--- config.mk ---
export PLATFORM = sky130hd
export DESIGN_NAME = insn_fetch_queue_flat
export DESIGN_NICKNAME = d
export VERILOG_FILES = /design/src/rtl/insn_fetch_queue_if.sv /design/src/rtl/insn_fetch_queue.sv /design/src/flat_wrapper.sv
export SDC_FILE = /design/constraint.sdc
export NUM_CORES = 1
export LEC_CHECK = 0
export BUFFER_PORTS_ARGS = -buffer_cell sky130_fd_sc_hd__clkbuf_2
export CAP_MARGIN = 40
export CORE_MARGIN = 3
export CORE_UTILIZATION = 50
export CTS_CLUSTER_SIZE = 40
export DETAILED_ROUTE_END_ITERATION = 7
export GPL_ROUTABILITY_DRIVEN = 0
export PLACE_DENSITY = 0.71
export SLEW_MARGIN = 30
export SYNTH_ARGS = -nofsm -noshare
export SYNTH_HDL_FRONTEND = slang
export SYNTH_SLANG_ARGS = --single-unit
export TNS_END_PERCENT = 1
--- constraint.sdc ---
create_clock -name clk_in -period 8.4 [get_ports clk_in]
set_clock_uncertainty 0.15 [all_clocks]
set_input_delay 2.52 -clock clk_in [delete_from_list [all_inputs] [get_ports clk_in]]
set_output_delay 2.52 -clock clk_in [all_outputs]
set_load 0.02 [all_outputs]
--- src/rtl/insn_fetch_queue_if.sv ---
// Fetch-queue bundle: memory fetch handshake, redirect, decode-side head entry.
// Latency: none (wiring only).
// Backpressure: mem_req_out/mem_ack_in on the memory side, stall_in on the decode side.
// master: the queue (drives requests and head entry); slave: memory + decode environment.
`timescale 1ns/1ps
interface insn_fetch_queue_if #(
    parameter int XLEN   = 32,
    parameter int ADDR_W = 32,
    parameter int DEPTH  = 4
);
    localparam int CNT_W = $clog2(DEPTH) + 1;

    // memory side
    logic              mem_req_out;
    logic [ADDR_W-1:0] mem_addr_out;
    logic              mem_ack_in;
    logic [XLEN-1:0]   mem_data_in;
    // redirect
    logic              flush_in;
    logic [ADDR_W-1:0] flush_pc_in;
    // decode side
    logic              stall_in;
    logic [XLEN-1:0]   insn_out;
    logic [ADDR_W-1:0] insn_pc_out;
    logic              insn_valid_out;
    logic [CNT_W-1:0]  count_out;

    modport master (
        output mem_req_out, mem_addr_out,
        input  mem_ack_in, mem_data_in,
        input  flush_in, flush_pc_in,
        input  stall_in,
        output insn_out, insn_pc_out, insn_valid_out, count_out
    );

    modport slave (
        input  mem_req_out, mem_addr_out,
        output mem_ack_in, mem_data_in,
        output flush_in, flush_pc_in,
        output stall_in,
        input  insn_out, insn_pc_out, insn_valid_out, count_out
    );
endinterface

--- src/rtl/insn_fetch_queue.sv ---
// Instruction prefetch queue: sequential fetch, DEPTH-entry FIFO of {insn, pc}, flush redirect.
// Latency: word acked in cycle N is on insn_out in cycle N+1 (empty queue); 1 insn/cycle sustained.
// Backpressure: mem_req_out drops when full or flushing; stall_in holds the head entry.
// Ports: clk_in (rising edge), reset_in (async, active low), bus (insn_fetch_queue_if.master):
//   mem_req_out/mem_addr_out/mem_ack_in/mem_data_in fetch handshake, flush_in/flush_pc_in redirect,
//   stall_in decode stall, insn_out/insn_pc_out/insn_valid_out head entry, count_out occupancy.
`timescale 1ns/1ps
module insn_fetch_queue #(
    parameter int                XLEN     = 32,
    parameter int                ADDR_W   = 32,
    parameter int                DEPTH    = 4,
    parameter int                PC_INC   = 4,
    parameter logic [ADDR_W-1:0] RESET_PC = '0,
    parameter logic [XLEN-1:0]   NOP_INSN = '0
) (
    input  logic                clk_in,
    input  logic                reset_in,
    insn_fetch_queue_if.master  bus
);
    localparam int                PTR_W    = $clog2(DEPTH);
    localparam int                CNT_W    = PTR_W + 1;
    localparam logic [CNT_W-1:0]  FULL_CNT = CNT_W'(DEPTH);
    localparam logic [ADDR_W-1:0] PC_STEP  = ADDR_W'(PC_INC);

    // entry storage; no reset needed, contents are only visible while count != 0
    logic [XLEN-1:0]   insn_q [DEPTH];
    logic [ADDR_W-1:0] pc_q   [DEPTH];

    logic [PTR_W-1:0]  rd_ptr;
    logic [PTR_W-1:0]  wr_ptr;
    logic [CNT_W-1:0]  count;
    logic [ADDR_W-1:0] fetch_pc;

    logic req;
    logic push;
    logic pop;
    logic valid;

    assign valid = (count != '0);

    // Request is gated by reset_in so it drops the moment reset asserts, and by
    // flush_in so no word is accepted into a queue that is being discarded.
    // It uses the registered count, so a full queue never pushes even if it pops.
    assign req  = reset_in & (count < FULL_CNT) & ~bus.flush_in;
    assign push = req & bus.mem_ack_in;
    assign pop  = valid & ~bus.stall_in;

    always_ff @(posedge clk_in or negedge reset_in) begin
        if (!reset_in) begin
            count    <= '0;
            rd_ptr   <= '0;
            wr_ptr   <= '0;
            fetch_pc <= RESET_PC;
        end else if (bus.flush_in) begin
            // redirect wins over any ack or pop in the same cycle
            count    <= '0;
            rd_ptr   <= '0;
            wr_ptr   <= '0;
            fetch_pc <= bus.flush_pc_in;
        end else begin
            if (push) begin
                wr_ptr   <= wr_ptr + 1'b1;
                fetch_pc <= fetch_pc + PC_STEP;
            end
            if (pop) begin
                rd_ptr <= rd_ptr + 1'b1;
            end
            case ({push, pop})
                2'b10:   count <= count + 1'b1;
                2'b01:   count <= count - 1'b1;
                default: count <= count;
            endcase
        end
    end

    always_ff @(posedge clk_in) begin
        if (push) begin
            insn_q[wr_ptr] <= bus.mem_data_in;
            pc_q[wr_ptr]   <= fetch_pc;
        end
    end

    assign bus.mem_req_out    = req;
    assign bus.mem_addr_out   = fetch_pc;
    assign bus.insn_valid_out = valid;
    assign bus.insn_out       = valid ? insn_q[rd_ptr] : NOP_INSN;
    assign bus.insn_pc_out    = valid ? pc_q[rd_ptr] : '0;
    assign bus.count_out      = count;
endmodule

--- src/flat_wrapper.sv ---
// flat-port wrapper written by rule: the top's interface ports become plain ports
module insn_fetch_queue_flat 
#(
    parameter int                XLEN     = 32,
    parameter int                ADDR_W   = 32,
    parameter int                DEPTH    = 4,
    parameter int                PC_INC   = 4,
    parameter logic [ADDR_W-1:0] RESET_PC = '0,
    parameter logic [XLEN-1:0]   NOP_INSN = '0
)
  (clk_in, reset_in, bus_mem_req_out, bus_mem_addr_out, bus_mem_ack_in, bus_mem_data_in, bus_flush_in, bus_flush_pc_in, bus_stall_in, bus_insn_out, bus_insn_pc_out, bus_insn_valid_out, bus_count_out);
  insn_fetch_queue_if #(.XLEN(XLEN), .ADDR_W(ADDR_W), .DEPTH(DEPTH)) bus_i ();
  input  logic clk_in;
  input  logic reset_in;
  output wire logic [$bits(bus_i.mem_req_out)-1:0] bus_mem_req_out;
  output wire logic [$bits(bus_i.mem_addr_out)-1:0] bus_mem_addr_out;
  input wire logic [$bits(bus_i.mem_ack_in)-1:0] bus_mem_ack_in;
  input wire logic [$bits(bus_i.mem_data_in)-1:0] bus_mem_data_in;
  input wire logic [$bits(bus_i.flush_in)-1:0] bus_flush_in;
  input wire logic [$bits(bus_i.flush_pc_in)-1:0] bus_flush_pc_in;
  input wire logic [$bits(bus_i.stall_in)-1:0] bus_stall_in;
  output wire logic [$bits(bus_i.insn_out)-1:0] bus_insn_out;
  output wire logic [$bits(bus_i.insn_pc_out)-1:0] bus_insn_pc_out;
  output wire logic [$bits(bus_i.insn_valid_out)-1:0] bus_insn_valid_out;
  output wire logic [$bits(bus_i.count_out)-1:0] bus_count_out;
  assign bus_mem_req_out = bus_i.mem_req_out;
  assign bus_mem_addr_out = bus_i.mem_addr_out;
  assign bus_i.mem_ack_in = bus_mem_ack_in;
  assign bus_i.mem_data_in = bus_mem_data_in;
  assign bus_i.flush_in = bus_flush_in;
  assign bus_i.flush_pc_in = bus_flush_pc_in;
  assign bus_i.stall_in = bus_stall_in;
  assign bus_insn_out = bus_i.insn_out;
  assign bus_insn_pc_out = bus_i.insn_pc_out;
  assign bus_insn_valid_out = bus_i.insn_valid_out;
  assign bus_count_out = bus_i.count_out;
  insn_fetch_queue #(.XLEN(XLEN), .ADDR_W(ADDR_W), .DEPTH(DEPTH), .PC_INC(PC_INC), .RESET_PC(RESET_PC), .NOP_INSN(NOP_INSN)) u_core (.clk_in(clk_in), .reset_in(reset_in), .bus(bus_i));
endmodule
Yosys cells after proc, flatten, opt, wreduce, memory -nomap -nowiden
Memories as Yosys holds them, arrays and structs flattened.
Cells that the tools add are included.
Widths: inputs -> output; s select.

word-level totals
  flip-flop bits (word level) = 39
  memory bits (writable) = 256
  bits of input ports = 69
  output and inout port bits = 101
  word-level logic and storage cells = 36
  memories kept = 2

operators by class
  add/sub/neg operators = 5
  $lt $le $gt $ge = 1
  equal/unequal tests = 2
  muxes and demuxes = 12
  bitwise gates (word level) = 6
  reduce and logical (&&, ||, !) cells = 4

memory list
  memory         depth  width  read ports  clocked after Yosys merged registers in  write ports  RTL line                source
  u_core.insn_q  4      32     1           0                                        1            insn_fetch_queue.sv:26  logic [XLEN-1:0] insn_q [DEPTH];
  u_core.pc_q    4      32     1           0                                        1            insn_fetch_queue.sv:27  logic [ADDR_W-1:0] pc_q [DEPTH];

operators by type and width
  operator               count
  $mux 32                4
  $add 32x3->32 const B  1
  $mux 2                 4
  $pmux 3 s2             1
  $reduce_bool 3->1      2
  $add 2x1->2 const B    2
  $and 1x1->1            4
  $reduce_bool 2->1      2
  $add 3x1->3 const B    1
  $lt 3x3->1 const B     1
  $mux 3                 1
  $sub 3x1->3 const B    1
  $eq 2x1->1 const B     1
  $eq 2x2->1 const B     1
  $mux 1                 2
  $not 1->1              2

Longest topological paths before layout
Gate-level depths: netlist (run 1).

  word-level depth = 7
  mapped depth = 9
  mapped depth without buffers = 7

Worst setup path before layout (run 1)
Ideal clock, no wire load.

  kind = input to output
  start = input bus_flush_in
  end = output bus_mem_req_out
  arrival = 3.471 ns
  required time = 5.730 ns
  slack = 2.259 ns
  stages = 3
  path buffers = 2
  cell sequence = clkbuf_1 -> clkbuf_1 -> nor3b_1

between the ends
  longest elaborated chain between the ends = 2

ends and longest elaborated chain
  what         RTL line                source
  from (decl)  flat_wrapper.sv:19      input wire logic [$bits(bus_i.flush_in)-1:0] bus_flush_in;
  $not 1->1    insn_fetch_queue.sv:44  assign req = reset_in & (count < FULL_CNT) & ~bus.flush_in;
  $and 1x1->1  insn_fetch_queue.sv:44
  to (decl)    flat_wrapper.sv:15      output wire logic [$bits(bus_i.mem_req_out)-1:0] bus_mem_req_out;

No other way between the ends.

Final worst setup path (run 1)
  start = input reset_in
  end = output bus_mem_req_out

between the ends
  longest elaborated chain between the ends = 2

ends and longest elaborated chain
  what                       RTL line                source
  from (decl)                flat_wrapper.sv:14      input logic reset_in;
  $and 1x1->1 (2 in series)  insn_fetch_queue.sv:44

No other way between the ends.

==> results of run 1 <==
## power by group
group | internal, W | switching (W)
Clock | 0.000757 | 0.000519
Sequential | 0.00166 | 0.000106
Combinational | 0.000449 | 0.000632
## layout make-up
class	count	area, um2	area share, %
multi-input combinational	327	3140	22.1
timing repair buffer	178	1030	7.22
inverter	9	36.3	0.255
clock buffer	44	812	5.72
sequential	295	8670	61.0
tap	313	392	2.76
clock inverter	10	130	0.916
## kinds of logic (layout without fill, tap and decap cells)
| kind of cell | after synthesis | in the layout | synth area share, % |
|---|---|---|---|
| flip-flops | 295 | 295 | 72.4 |
| AND/OR/NAND/NOR | 184 | 184 | 8.87 |
| multiplexers | 67 | 67 | 12.3 |
| AO/OA/AOI/OAI | 57 | 57 | 3.12 |
| buffers and inverters | 46 | 241 | 1.59 |
| XOR/XNOR | 13 | 13 | 1.07 |
| adder cells (fa/ha/maj) | 6 | 6 | 0.690 |
## worst reg2reg max path, cell delays in order (launching register included)
cell and delay (ns):
dfrtp_1 0.51, nor3_1 0.52, inv_4 0.40, and3_1 0.31, fa_1 0.47, a21bo_2 0.21, a21oi_1 0.13
## cell usage after synthesis (2+ instances only)
library cell    n  area [um2]
edfxtp_1      256        7690
and2_1         67         419
mux4_2         64        1440
dfrtp_1        39         976
nand2_1        27         101
clkbuf_1       25        93.8
nor2_1         22        82.6
nand3_1        16        80.1
o21ai_0        16        80.1
a31oi_1        14        87.6
or4_1          11        82.6
xnor2_1        10        87.6
o31ai_1         9        67.6
and3_1          8        50.1
inv_1           8        30.0
nor4_1          7        43.8
o31a_1          6        52.6
or3_1           6        37.5
buf_1           5        18.8
buf_2           5        25.0
ha_1            5        62.6
o211ai_1        5        37.5
a21oi_1         4        20.0
nand2b_1        4        25.0
and4_1          3        26.3
nand4_1         3        18.8
mux2_2          2        22.5
xor2_1          2        17.5
## state kept, by name (all words and copies together), names as in the netlist
register	cells
u_core.insn_q	128
u_core.pc_q	128
u_core.bus.mem_addr_out	32
u_core.bus.count_out	3
u_core.rd_ptr	2
u_core.wr_ptr	2
## routing by layer
layer / wire length (um) / global-route usage [%] / vias to the layer above
met5: 0 / 0 / -
met2: 12700 / 33.2 / 264
met1: 10600 / 27.3 / 3414
met4: 423 / 3.68 / 0
met3: 1720 / 3.40 / 27
li1: - / - / 2997
## per-stage QoR
step / util, % / hold WS [ns] / power, W / cells
2_1_floorplan: - / 0.393 / 0.00251 / 668
3_5_place_dp: 57.4 / 0.404 / 0.00289 / 1121
6_report: 61.6 / 0.415 / 0.00412 / 1176
4_1_cts: 61.5 / 0.419 / 0.00417 / 1175
3_3_place_gp: 56.8 / 0.390 / 0.00287 / 1115
5_1_grt: 61.6 / 0.448 / 0.00431 / 1176
## worst min-delay path by stage
stage                     slack, ns                           end                                   start  cells past startpoint
after global routing           0.45   u_core.pc_q[1][1]$_DFFE_PP_  u_core.bus.mem_addr_out[1]$_DFFE_PN0P_                      0
after global placement         0.39   u_core.pc_q[2][1]$_DFFE_PP_  u_core.bus.mem_addr_out[1]$_DFFE_PN0P_                      0
after floorplan                0.39  u_core.wr_ptr[1]$_DFFE_PN0N_            u_core.wr_ptr[1]$_DFFE_PN0N_                      2
after CTS                      0.42   u_core.pc_q[1][1]$_DFFE_PP_  u_core.bus.mem_addr_out[1]$_DFFE_PN0P_                      0
final                          0.42   u_core.pc_q[1][1]$_DFFE_PP_  u_core.bus.mem_addr_out[1]$_DFFE_PN0P_                      0
after detailed placement       0.40   u_core.pc_q[1][1]$_DFFE_PP_  u_core.bus.mem_addr_out[1]$_DFFE_PN0P_                      0
## placed cells by master (no fill, tap or decap), types with 3 or more instances in the layout
| cell | count |
|---|---|
| clkbuf_1 | 12 |
| buf_16 | 4 |
| and3_4 | 4 |
| clkbuf_8 | 3 |
| nand2_1 | 27 |
| or3_1 | 6 |
| nand4_1 | 3 |
| or4_1 | 11 |
| edfxtp_1 | 256 |
| nor2_1 | 22 |
| nand3_1 | 16 |
| inv_1 | 7 |
| nor4_1 | 7 |
| o21ai_0 | 16 |
| nand2b_1 | 4 |
| bufinv_16 | 3 |
| and2_1 | 67 |
| o31a_1 | 6 |
| and3_1 | 4 |
| a21oi_1 | 4 |
| o31ai_1 | 9 |
| and4_1 | 3 |
| clkbuf_2 | 169 |
| ha_1 | 5 |
| mux4_2 | 64 |
| clkbuf_16 | 29 |
| dfrtp_1 | 37 |
| o211ai_1 | 5 |
| xnor2_1 | 10 |
| clkinv_2 | 4 |
| a31oi_1 | 14 |
==> qor.csv, run 1 <==
metric,value,unit
status,"finished, final reports clean",
area grow syn2layout,18.7,%
Gate Count Post-Synth,668,
register area share after synthesis,72.4,%
worst path cell trace,clkbuf_2 -> buf_4 -> nor3b_1 -> clkbuf_2,
core area,0.0231,mm2
clk_lat worst skew,0.55,ns
design area,0.0142,mm2
Area after DPL,0.0132,mm2
period utilization,73.7,%
Clock Sinks,295,
Via-to-Cell Ratio,5.70,
GRT Overall Usage,19.6,%
die height,161,um
worst r2r src,u_core.bus.count_out[2]$_DFFE_PN0P_,
Final Max Tran Viols,0,
relative slew slack,50.0,%
DRT iter0 DRCs,483,
initial antenna violation count,0,
Die ar.,0.0258,mm2
Setup CP Type,input port to primary output,
largest net degree at the start of global routing,70,
total wire length,25500,um
vias,6702,
Worst Setup SP,reset_in,
Leak,4.95,nW
synthesized flop and latch total,295,
Critical Path End Type,primary output,
"worst slack, placed",2.16,ns
H-tree lvl count,1,
Worst IR Drop VDD,0.156,mV
share of cells above drive strength 1,34.2,%
CP peak stage delay,0.47,ns
WP buf/inv,3,
f_max,161,MHz
endpoints failing hold,0,
Detailed Place HPWL,15500,um
Layout fillers,1681,
"FFs w/ async S/R, synth",13.2,%
placement row count,55,
drt wl/cell,21.7,um
# nets final,915,
CP most frequent cell,clkbuf_2,
number of global-route vias before repair,6959,
die width,161,um
max-capacitance violation count,0,
Post-synth EDFFs,256,
quantity of gates resized following cts,0,
Reg2Reg Capture Point,u_core.bus.count_out[1]$_DFFE_PN0P_,
CP Capture Point,bus_mem_req_out,
Longest Clk Path Bufs,3,
number of CTS-inserted buffers,29,
CP max FO,45,
synthesized area,0.0120,mm2
Worst-path clk slew,0.06,ns
RSZ-0062 raised after global routing,no,
CP required,5.73,ns
internal reg-to-reg setup slack,5.62,ns
Slowest cell on crit path,buf_4,
Congestion Overflow GR,0,
final setup fails,0,
Post-CTS Repair Setup Buffers,0,
Starting Density,51.9,%
TritonRoute pass-1 iters,5,
Pwr Density,290,mW/mm2
worst hold path class,flop to flop,
DRC Markers,0,
Setup WS post-layout,2.21,ns
TritonCTS clock tree,yes,
Ys Warns,0,
Top delay family on crit path,buffers and inverters,
"Arr. time, crit path",3.52,ns
CP startpoint kind,input port,
"Distinct cells, synth",47,
hold_buf cts,0,
count of buffers from port buffering,169,
IO Pins,170,
Detail Route Antenna Nets,0,
syn_area_per_cell,17.9,um2
Sum Neg Setup Slack,0,ns
first-pass GRT wire length,39700,um
antenna cells,0,
Root Driver,clkbuf_16,
FF-to-FF path depth,6,
min cycle time layout,6.19,ns
Synth Flop Type,edfxtp_1,
critical path depth,4,
Slew @ Worst Pin,0.750,ns
Mapped Nets,743,
No activity file was read; power rests on OpenSTA's default activity.
==> inputs of run 2 (changes only) <==
Settings changed: ABC_AREA set to 1.
Clock period 8.4 ns to 5.8 ns, I/O delays scaled along.
==> qor.csv, run 2 <==
metric,value,unit,change
"most common cell after layout, fill and taps aside",nor2_1,,
Worst-path clk slew,0.06,ns,about the same
largest cells by area after synthesis,"edfxtp_1, nor2_1, dfrtp_1",,
initial antenna violation count,0,,unchanged
met3 usage,3.01,%,-0.39 points
cell taking the most area after synthesis,edfxtp_1,,
"commonest non-fill, non-tap cells in the layout","nor2_1, edfxtp_1, clkbuf_2",,
TritonCTS clock tree,yes,,
hold_buf cts,0,,unchanged
Leak,5.68,nW,+15%
Clock Sinks,295,,unchanged
"Distinct cells, synth",33,,-30%
register area share after synthesis,68.9,%,-3.4 points
min cycle time layout,4.52,ns,
final setup fails,0,,unchanged
die height,165,um,+2.4%
Detailed Place HPWL,17100,um,+10%
Critical Path End Type,primary output,,
area grow syn2layout,17.5,%,
endpoints failing hold,0,,unchanged
Post-CTS Repair Setup Buffers,0,,unchanged
drt wl/cell,17.2,um,-21%
Slew @ Worst Pin,0.764,ns,+0.0148 ns
Ys Warns,0,,unchanged
die width,165,um,+2.4%
relative slew slack,49.0,%,-0.99 points
largest net degree at the start of global routing,70,,unchanged
CP max FO,46,,+2.2%
design area,0.0148,mm2,+3.9%
Via-to-Cell Ratio,5.35,,-6.0%
placement row count,57,,+3.6%
Die ar.,0.0271,mm2,+4.8%
GRT Overall Usage,20.7,%,+1.2 points
met1 Use GR,30.3,%,+3.0 points
Mapped Nets,1241,,+67%
first-pass GRT wire length,43800,um,+10%
quantity of gates resized following cts,0,,unchanged
Root Driver,clkbuf_16,,
Synth Flop Type,edfxtp_1,,
DRT iter0 DRCs,690,,+43%
number of CTS-inserted buffers,29,,unchanged
Sum Neg Setup Slack,0,ns,unchanged
synthesized flop and latch total,295,,unchanged
CP startpoint kind,flop,,
vias,8942,,+33%
"top cells by count, synth","nor2_1, edfxtp_1, nand2_1",,
antenna cells,0,,unchanged
core area,0.0245,mm2,+6.4%
"count leader, synth",nor2_1,,
share of cells above drive strength 1,19.6,%,-15 points
Congestion Overflow GR,0,,unchanged
worst hold path class,flop to flop,,
CP required,3.91,ns,-1.82 ns
count of buffers from port buffering,169,,unchanged
Detail Route Antenna Nets,0,,unchanged
f_max,221,MHz,
# nets final,1399,,+53%
IO Pins,170,,unchanged
"FFs w/ async S/R, synth",13.2,%,unchanged
Longest Clk Path Bufs,3,,unchanged
clk_lat worst skew,0.53,ns,-0.02 ns
Layout fillers,1973,,+17%
Area after DPL,0.0137,mm2,+3.9%
DRC Markers,0,,unchanged
Final Max Tran Viols,0,,unchanged
max-capacitance violation count,0,,unchanged
RSZ-0062 raised after global routing,no,,
met2 Use GR,33.0,%,-0.21 points
Post-synth EDFFs,256,,unchanged
Setup CP Type,flop to primary output,,
Pwr Density,417,mW/mm2,+44%
FF-to-FF path depth,10,,+4
hold depth,2,,+2
Worst IR Drop VDD,0.261,mV,+67%
"Arr. time, crit path",2.63,ns,-0.89 ns
synthesized area,0.0126,mm2,+5.0%
Gate Count Post-Synth,1166,,+75%
Synth top area share,61.2,%,-3.0 points
TritonRoute pass-1 iters,5,,unchanged
total wire length,28800,um,+13%
Starting Density,51.2,%,-0.71 points
H-tree lvl count,1,,unchanged
status,"finished, final reports clean",,
syn_area_per_cell,10.8,um2,-40%
global routing's busiest layer,met2,,
period utilization,78.0,%,
number of global-route vias before repair,8205,,+18%
## run 2: cell count changes after synthesis, moves of 36 or more
cell,before,now
nand2_1,27,144
a21oi_1,4,68
inv_1,8,53
and2_1,67,1
o21ai_0,16,131
mux4_2,64,0
nor2_1,22,289
nand3_1,16,52
## run 2: kinds of logic (layout without fill, tap and decap cells)
| group | count (synthesis) | count (layout) | share of synthesized area [%] |
|---|---|---|---|
| adders and majority gates | 6 | 6 | 0.657 |
| xor gates and xnor gates | 2 | 2 | 0.139 |
| and+or+nand+nor | 514 | 514 | 16.9 |
| AOI/OAI and AO/OA | 232 | 232 | 9.52 |
| buffers and inverters | 117 | 297 | 3.87 |
| DFF | 295 | 295 | 68.9 |
## run 2: path summary, 6_finish.rpt
check | start | to | slack [ns]
worst min register to register | u_core.bus.count_out[0]$_DFFE_PN0P_ | u_core.bus.count_out[0]$_DFFE_PN0P_ | 0.47
worst max register to register | u_core.bus.count_out[2]$_DFFE_PN0P_ | u_core.bus.count_out[2]$_DFFE_PN0P_ | 3.41
worst max-delay path | u_core.rd_ptr[0]$_DFFE_PN0P_ | bus_insn_pc_out[0] | 1.28
worst min-delay path | u_core.bus.count_out[0]$_DFFE_PN0P_ | u_core.bus.count_out[0]$_DFFE_PN0P_ | 0.47
max in group asynchronous | reset_in | u_core.rd_ptr[0]$_DFFE_PN0P_ | 3.84
min in group asynchronous | reset_in | u_core.bus.mem_addr_out[22]$_DFFE_PN0N_ | 1.21
## run 2: cell type report
class | count | area [um2] | area share [%]
clock buffer | 36 | 762 | 5.16
clock inverter | 17 | 218 | 1.47
inverter | 59 | 225 | 1.53
multi-input combinational | 754 | 3450 | 23.4
sequential | 295 | 8670 | 58.7
tap | 324 | 405 | 2.75
timing repair buffer | 185 | 1040 | 7.05
## run 2: metal layers
layer | share of wire [%] | up-vias
met3 | 7.1 | 34
li1 | - | 4305
met5 | 0 | -
met2 | 47 | 333
met1 | 44 | 4270
met4 | 1.7 | 0
## run 2: through the flow
stage | cells | power, W | hold WS [ns] | utilization, % | setup WS, ns
finish | 1670 | 0.00615 | 0.465 | 60.2 | 1.28
global route | 1670 | 0.00645 | 0.506 | 60.2 | 1.15
CTS | 1668 | 0.00620 | 0.477 | 60.0 | 1.30
detailed placement | 1615 | 0.00430 | 0.466 | 56.0 | 1.43
global placement | 1615 | 0.00428 | 0.445 | 56.0 | 1.48
floorplan | 1166 | 0.00367 | 0.430 | - | 0.345
## run 2: critical path: stages, from the launching register on
cell	delay (ns)
dfrtp_4	0.48
clkinv_2	0.40
buf_4	0.49
o21ai_0	0.16
a21oi_1	0.30
clkbuf_2	0.23
## run 2: report_power, final
part	internal, W	leakage (nW)	total [W]	switching, W
Clock	0.00115	0.471	0.00190	0.000749
Sequential	0.00243	2.79	0.00254	0.000113
Combinational	0.000479	2.41	0.00171	0.00123
Total	0.00406	5.68	0.00615	0.00209
